$ cat src/rtl/adder_share_arbiter.sv
// rtl/adder_share_arbiter.sv - round-robin arbiter sharing one external adder
// Grants one requester, drives the adder from registered operands, returns the sum.
module adder_share_arbiter #(
  parameter int NUM_REQ = 4,
  parameter int WIDTH   = 12,
  parameter int IDW     = 2
) (
  input  logic                     clk,
  input  logic                     rst_n,
  input  logic [NUM_REQ-1:0]       req_valid,
  output logic [NUM_REQ-1:0]       req_ready,
  input  logic [NUM_REQ*WIDTH-1:0] req_a,
  input  logic [NUM_REQ*WIDTH-1:0] req_b,
  output logic [2*WIDTH-1:0]       add_in,
  input  logic [WIDTH:0]           add_sum,
  output logic                     rsp_valid,
  input  logic                     rsp_ready,
  output logic [WIDTH:0]           rsp_sum,
  output logic [IDW-1:0]           rsp_id
);

  typedef enum logic [1:0] {IDLE, EXEC, RESP} state_t;

  state_t           state, state_nxt;
  logic [IDW-1:0]   rr_ptr, gnt_idx, op_id;
  logic             gnt_found, accept;
  logic [WIDTH-1:0] op_a, op_b, gnt_a, gnt_b;

  // Two passes: requesters above rr_ptr first, then wrap around to the rest.
  always_comb begin
    gnt_found = 1'b0;
    gnt_idx   = '0;
    for (int i = 0; i < NUM_REQ; i++) begin
      if (!gnt_found && req_valid[i] && (i > int'(rr_ptr))) begin
        gnt_found = 1'b1;
        gnt_idx   = IDW'(i);
      end
    end
    for (int i = 0; i < NUM_REQ; i++) begin
      if (!gnt_found && req_valid[i] && (i <= int'(rr_ptr))) begin
        gnt_found = 1'b1;
        gnt_idx   = IDW'(i);
      end
    end
  end

  // Only the granted slice reaches the operand registers.
  always_comb begin
    gnt_a = '0;
    gnt_b = '0;
    for (int i = 0; i < NUM_REQ; i++) begin
      if (gnt_idx == IDW'(i)) begin
        gnt_a = req_a[i*WIDTH +: WIDTH];
        gnt_b = req_b[i*WIDTH +: WIDTH];
      end
    end
  end

  assign accept = (state == IDLE) && gnt_found && rst_n;

  always_comb begin
    req_ready = '0;
    for (int i = 0; i < NUM_REQ; i++) begin
      req_ready[i] = accept && (gnt_idx == IDW'(i));
    end
  end

  always_comb begin
    add_in = '0;
    for (int k = 0; k < WIDTH; k++) begin
      add_in[2*k]   = op_a[k];
      add_in[2*k+1] = op_b[k];
    end
  end

  always_ff @(posedge clk or negedge rst_n) begin
    if (!rst_n) begin
      state <= IDLE;
    end else begin
      state <= state_nxt;
    end
  end

  always_comb begin
    state_nxt = state;
    case (state)
      IDLE:    if (accept) state_nxt = EXEC;
      EXEC:    state_nxt = RESP;
      RESP:    if (rsp_ready) state_nxt = IDLE;
      default: state_nxt = IDLE;
    endcase
  end

  always_ff @(posedge clk or negedge rst_n) begin
    if (!rst_n) begin
      rr_ptr    <= IDW'(NUM_REQ - 1);
      op_a      <= '0;
      op_b      <= '0;
      op_id     <= '0;
      rsp_valid <= 1'b0;
      rsp_sum   <= '0;
      rsp_id    <= '0;
    end else begin
      if (accept) begin
        op_a   <= gnt_a;
        op_b   <= gnt_b;
        op_id  <= gnt_idx;
        rr_ptr <= gnt_idx;
      end
      if (state == EXEC) begin
        rsp_sum   <= add_sum;
        rsp_id    <= op_id;
        rsp_valid <= 1'b1;
      end else if ((state == RESP) && rsp_ready) begin
        rsp_valid <= 1'b0;
      end
    end
  end

endmodule

$ cat config.mk
export PLATFORM = sky130hd
export DESIGN_NAME = adder_share_arbiter
export DESIGN_NICKNAME = d
export VERILOG_FILES = /design/src/rtl/adder_share_arbiter.sv
export SDC_FILE = /design/constraint.sdc
export NUM_CORES = 1
export LEC_CHECK = 0
export CORE_MARGIN = 1.5
export CORE_UTILIZATION = 38
export CTS_CLUSTER_DIAMETER = 150
export CTS_CLUSTER_SIZE = 30
export DETAILED_ROUTE_END_ITERATION = 7
export PLACE_DENSITY_LB_ADDON = 0.05
export SLEW_MARGIN = 20
export SYNTH_ARGS = -nofsm -noshare
export SYNTH_HDL_FRONTEND = slang
export SYNTH_SLANG_ARGS = --single-unit
$ cat constraint.sdc
create_clock -name clk -period 2.15 [get_ports clk]
set_input_delay 0.215 -clock clk [delete_from_list [all_inputs] [get_ports clk]]
set_output_delay 0.215 -clock clk [all_outputs]
set_load 0.005 [all_outputs]
### Word level (Yosys, flattened, before mapping)

Cells that the tools add are included.

* $add $sub $neg: 0
* $mul: 0
* div/mod/pow operators: 0
* magnitude comparators: 6
* equality and inequality tests: 7
* shift-type cells: 0
* mux-type cells: 27
* bitwise gates (word level): 0
* reductions and logical operators: 29

Operator list (count)
* $mux W12: 8
* $logic_and A1 B1 Y1: 19
* $mux W2: 8
* $mux W1: 10
* $eq A2 B2 Y1 const B: 3
* $logic_not A1 Y1: 6
* $pmux W2 S3: 1
* $eq A2 B1 Y1 const B: 2
* $gt A2 B2 Y1 const A: 2
* $le A2 B2 Y1 const A: 2
* $logic_not A2 Y1: 2
* $ne A2 B2 Y1 const B: 2
* $gt A1 B2 Y1 const A: 1
* $le A1 B2 Y1 const A: 1
* $reduce_and A2 Y1: 1
* $reduce_bool A2 Y1: 1

* register bits: 46
* latch bits: 0
* bits in writable memories: 0
* ROM bits: 0
* input port bits: 116
* output and inout bits: 44
* memories: 0

### Depth between registers and ports, before layout

Gate-level depths: netlist of the first run.

* depth in word-level cells: 31
* mapped depth: 8
* gate-level depth less buffers: 6

### Worst setup path after synthesis of the first run

OpenSTA, ideal clock, no wires.

* kind: register to register
* start point: register rr_ptr[0]
* end point: register op_a[0]
* library setup time: 0.128 ns
* arrival time: 1.656 ns
* setup slack: 0.366 ns
* cell stages (with the launch flop): 9
* path buffers: 3
* cell sequence: dfstp_2 > buf_2 > nand2b_4 > nor2b_4 > o311a_1 > buf_2 > buf_6 > a221oi_2 > a21oi_1

* cells in the longest elaborated chain, start to end: 31
* elaborated cells between the ends (all ways): 48

RTL lines
* start, declared: line 25 `logic [IDW-1:0] rr_ptr, gnt_idx, op_id;`
* start signal, assigned: line 96 `rr_ptr <= IDW'(NUM_REQ - 1);`
* start signal, assigned: line 108 `rr_ptr <= gnt_idx;`
* $gt A1 B2 Y1: line 34 `if (!gnt_found && req_valid[i] && (i > int'(rr_ptr))) begin`
* $logic_and A1 B1 Y1: line 34
* $mux W1: line 34
* $logic_not A1 Y1: line 34
* $logic_and A1 B1 Y1 (2 in a row): line 34
* $mux W1: line 34
* $logic_not A1 Y1: line 34
* $logic_and A1 B1 Y1 (2 in a row): line 34
* [... 8 more ...]
* $logic_not A1 Y1: line 40 `if (!gnt_found && req_valid[i] && (i <= int'(rr_ptr))) begin`
* $logic_and A1 B1 Y1 (2 in a row): line 40
* $mux W1: line 40
* $logic_not A1 Y1: line 40
* $logic_and A1 B1 Y1 (2 in a row): line 40
* $mux W2: line 40
* $logic_not A2 Y1: line 52 `if (gnt_idx == IDW'(i)) begin`
* $mux W12 (4 in a row): line 52
* end signal, assigned: line 105 `op_a <= gnt_a;`
* end, declared: line 27 `logic [WIDTH-1:0] op_a, op_b, gnt_a, gnt_b;`

Several ways; a longest one is shown, not always the timed one.
A chain may end at the register's enable or synchronous reset.

### Final worst setup path of the first run

* start point: register rr_ptr[0]
* end point: output port req_ready[0]

* cells in the longest elaborated chain, start to end: 29
* elaborated cells between the ends (all ways): 42

RTL lines
* $gt A1 B2 Y1: line 34
* $logic_and A1 B1 Y1: line 34
* $mux W1: line 34
* $logic_not A1 Y1: line 34
* $logic_and A1 B1 Y1 (2 in a row): line 34
* $mux W1: line 34
* $logic_not A1 Y1: line 34
* $logic_and A1 B1 Y1 (2 in a row): line 34
* [... 8 more ...]
* $logic_not A1 Y1: line 40
* $logic_and A1 B1 Y1 (2 in a row): line 40
* $mux W1: line 40
* $logic_not A1 Y1: line 40
* $logic_and A1 B1 Y1 (2 in a row): line 40
* $mux W1: line 40
* $logic_and A1 B1 Y1 (2 in a row): line 59 `assign accept = (state == IDLE) && gnt_found && rst_n;`
* $logic_and A1 B1 Y1 *: line 64 `req_ready[i] = accept && (gnt_idx == IDW'(i));`
* end, declared: line 11 `output logic [NUM_REQ-1:0] req_ready,`

Mark *: on every way between the ends. The rest lies on a longest branch, timed or not.

==> metrics, run 1 <==
run status=completed; pin count of the biggest net entering global routing=47; Final min period=2.08 ns; synthesized net count=366; GPL Wtd Cong=0.852; top post-synthesis cells by area=sky130_fd_sc_hd__dfrtp_1, sky130_fd_sc_hd__o221ai_1, sky130_fd_sc_hd__mux2_2, sky130_fd_sc_hd__a221oi_2, sky130_fd_sc_hd__nor4b_1; Yosys Warn Count=0; cell count after placement=498; proportion of synthesized area in mux cells=0.0641; fraction of the mapped netlist area in compound gates=0.294; antenna fix cells=0; effective utilization at floorplan=0.390; number of clock sinks=46; slack of the worst reg-to-reg path=0.12 ns; Total Routed Length=9.35 mm; Die Height=86.3 um; Vias per Instance=5.71; detailed router's first-iteration violation count=115; first drt pass iteration count=5; worst supply voltage drop on vdd=0.586 mV; CP max FO=4; Synth Cell Area=2640 um^2; Clock H-tree levels=2; proportion of register bits with asynchronous set or reset after synthesis=1.00; clock tree from TritonCTS=built; Overflow after GRT=0; worst-case hold slack=0.0778 ns; num rows=30; Max-Slew Margin vs Limit=0.519; number of max-slew violations in the final report=0; CTS hold repair buffers=0; type of the worst setup path=reg -> out; clock network latency to the later pin of the worst-skew pair=0.30 ns; Synth Area in Simple Gates=0.156; part of the total power dissipated in combinational logic=0.579; Main synth FF type=sky130_fd_sc_hd__dfrtp_1; ratio of cells with drive above 1 in the final layout=0.218; post-synthesis cell count=250; share of the synthesized area in the top cell type=0.418; Cell Count, Final, Fillers Out=512; library cell occupying the most area in the post-synthesis netlist=sky130_fd_sc_hd__dfrtp_1; number of global-route vias before repair=3009; post-layout util=0.696; initial antenna violation count=0; portion of the clock cycle consumed by the worst path in the final layout=0.969; Least-Margin Pin Slew=0.720 ns; net load switching power=0.00189 W; fill count=547; first-pass GRT wire length=14.8 mm; capturing element type of the critical path=primary output; global-route usage over all layers=0.254; number of violations of the max-capacitance limit=0; number of buffers added by the clock tree synthesis step=5; Arrival @ worst endpoint=1.87 ns; number of buffer cells added on primary ports=159; Synth Register Bits=46; switching fraction of total power=0.356; number of remaining DRC errors=0; Worst Reg-to-Reg Cells=8; syn_area_per_cell=10.5 um^2; capture point of the worst reg-to-reg path=op_b[4]$_DFFE_PN0N_; Avg WL per Cell=18.3 um; path type of the worst min-delay path=in -> async; Post-synth EDFFs=0; Bufs on Longest Clock Path=2; Layout Area Growth over Synthesis=78.4%; worst reg2reg startpoint=rr_ptr[1]$_DFFE_PN1N_; overall via count from detail_route=2923; number of nets in the layout=547; static leakage=1.89 nW; sequential fraction of the synthesis area=0.438; final worst clock skew=0.00504 ns; required time worst endpoint=1.93 ns; count of endpoints failing setup in the final report=0; setup repair after global routing missed its margin=no; final hold violations=0; proportion of power drawn by flip-flops and latches=0.297; clock-pin slew on the worst setup and hold paths=0.09 ns; floorplan die width=86.3 um; area share of fa/ha/maj cells after synthesis=0; power density over the cells=1130 nW/um^2; start point of the critical path=rr_ptr[0]$_DFFE_PN1N_; Core Footprint=6760 um^2; portion of total power attributed to the clock network=0.124; Root Buffer=sky130_fd_sc_hd__clkbuf_8; Startpoint Class=flop; post-detailed-placement half-perimeter wirelength=6.58 mm; post-route ant nets=0; internal power=0.00342 W; Top Ports=160; Yosys cell types=41; die area=7440 um^2; maximum clock frequency=480 MHz; largest family of logic cells by synthesized area=compound AO/OA/AOI/OAI gates; xor/xnor share of the synthesized area=0
[sequential cells by signal (all words and copies together), names as in the netlist]
name and count:
state 2, rr_ptr 2, op_a 12, op_id 2, rsp_valid 1, rsp_sum 13
op_b 12, rsp_id 2
[cell families (layout without fill, tap and decap cells)]
group           count (synthesis)  count (layout)
compound gates                 92              92
simple gates                   70              70
flops                          46              46
buf+inv                        27             209
mux                            15              15
[final cells by class]
| cell class | instances | area [um^2] | share of cell area |
|---|---|---|---|
| flip-flops and latches | 46 | 1150 | 0.245 |
| well taps | 80 | 100 | 0.0213 |
| multi-input cells | 177 | 1400 | 0.299 |
| inverters | 2 | 7.51 | 0.00160 |
| clock inverters | 2 | 37.5 | 0.00799 |
| clock buffers | 6 | 72.6 | 0.0154 |
| repair buffers | 199 | 1930 | 0.410 |
[timing repair]
| item | 4_1_cts | 5_1_grt |
|---|---|---|
| endpoints found under the setup margin | 4 | 26 |
| resized for setup | 14 | 5 |
| buffers inserted | 5 | 1 |
| pin swaps | 3 | 2 |
[through the flow]
stage | instance area [um^2] | setup WS, ns | TNS (ns) | power [W]
floorplan | 2640 | 0.366 | 0 | 0.00293
global placement | 4500 | -0.198 | -1.77 | 0.00447
detailed placement | 4500 | -0.213 | -2.44 | 0.00452
CTS | 4680 | 0.0162 | 0 | 0.00530
global route | 4700 | 0.00330 | 0 | 0.00567
finish | 4700 | 0.0656 | 0 | 0.00531
[layout by cell type, fill, tap and decap left out, types with 3 or more instances in the layout]
cell,n
sky130_fd_sc_hd__buf_4,36
sky130_fd_sc_hd__nor2_1,23
sky130_fd_sc_hd__nand2_1,9
sky130_fd_sc_hd__o221ai_1,24
sky130_fd_sc_hd__clkbuf_8,5
sky130_fd_sc_hd__buf_12,3
sky130_fd_sc_hd__a21oi_1,22
sky130_fd_sc_hd__clkdlybuf4s50_1,150
sky130_fd_sc_hd__nand2b_1,5
sky130_fd_sc_hd__o21ai_1,8
sky130_fd_sc_hd__nor4b_1,17
sky130_fd_sc_hd__a221oi_2,10
sky130_fd_sc_hd__a221oi_1,14
sky130_fd_sc_hd__mux2_2,15
sky130_fd_sc_hd__dlygate4sd2_1,6
sky130_fd_sc_hd__dfrtp_1,44
[critical path: stages (launching register included)]
cell and delay, ns:
sky130_fd_sc_hd__dfstp_2 0.58, sky130_fd_sc_hd__buf_6 0.10, sky130_fd_sc_hd__nor2b_1 0.07, sky130_fd_sc_hd__a222oi_1 0.36, sky130_fd_sc_hd__and3_1 0.21, sky130_fd_sc_hd__dlygate4sd2_1 0.24
[routing by layer]
metal  wire length, um  GRT usage  part of all wire
met4               131     0.0748             0.014
met1              4100      0.325              0.44
met2              4420      0.427              0.47
met3               703     0.0638             0.075
met5                 0          0                 0
[synthesized netlist by cell type, types with 2 or more instances]
cell                        n
sky130_fd_sc_hd__dfrtp_1   44
sky130_fd_sc_hd__nor2_1    25
sky130_fd_sc_hd__o221ai_1  24
sky130_fd_sc_hd__a21oi_1   23
sky130_fd_sc_hd__nor4b_1   17
sky130_fd_sc_hd__mux2_2    15
sky130_fd_sc_hd__a221oi_1  14
sky130_fd_sc_hd__buf_2     11
sky130_fd_sc_hd__a221oi_2  10
sky130_fd_sc_hd__nand2_1    9
sky130_fd_sc_hd__o21ai_1    9
sky130_fd_sc_hd__clkbuf_1   8
sky130_fd_sc_hd__nand2b_1   5
sky130_fd_sc_hd__buf_1      3
sky130_fd_sc_hd__nor2b_1    3
sky130_fd_sc_hd__nor3_1     3
sky130_fd_sc_hd__a21o_1     2
sky130_fd_sc_hd__dfstp_2    2
[power groups by stage]
stage,registers (W),clock network [W],logic [W]
after floorplan,0.00158,0,0.00135
after global placement,0.00160,0,0.00287
after detailed placement,0.00161,0,0.00290
after CTS,0.00158,0.000679,0.00305
after global routing,0.00164,0.000707,0.00333
final,0.00158,0.000657,0.00307
[how the worst max path moves through the flow]
stage / end / slack [ns] / cells past startpoint
2_1_floorplan: op_a[0]$_DFFE_PN0N_ / 0.37 / 8
3_3_place_gp: req_ready[3] / -0.20 / 6
3_5_place_dp: req_ready[0] / -0.21 / 7
4_1_cts: req_ready[2] / 0.02 / 5
5_1_grt: op_b[2]$_DFFE_PN0N_ / 0.003 / 8
6_report: req_ready[0] / 0.07 / 5
(Power assumes the default switching activity.)
==> run 2: changes to the inputs <==
--- a/config.mk
+++ b/config.mk
@@ -10,6 +10,7 @@
 export CTS_CLUSTER_DIAMETER = 150
 export CTS_CLUSTER_SIZE = 30
 export DETAILED_ROUTE_END_ITERATION = 7
+export HOLD_SLACK_MARGIN = 0.03
 export PLACE_DENSITY_LB_ADDON = 0.05
 export SLEW_MARGIN = 20
 export SYNTH_ARGS = -nofsm -noshare
==> results of run 2 <==
Final layout, timing and power as in run 1 (identical DEF).
==> run 3: changes to the inputs <==
--- a/config.mk
+++ b/config.mk
@@ -7,7 +7,6 @@
 export LEC_CHECK = 0
 export CORE_MARGIN = 1.5
 export CORE_UTILIZATION = 38
-export CTS_CLUSTER_DIAMETER = 150
 export CTS_CLUSTER_SIZE = 30
 export DETAILED_ROUTE_END_ITERATION = 7
 export HOLD_SLACK_MARGIN = 0.03
==> results of run 3 <==
Final layout, timing and power as in run 1 (identical DEF).
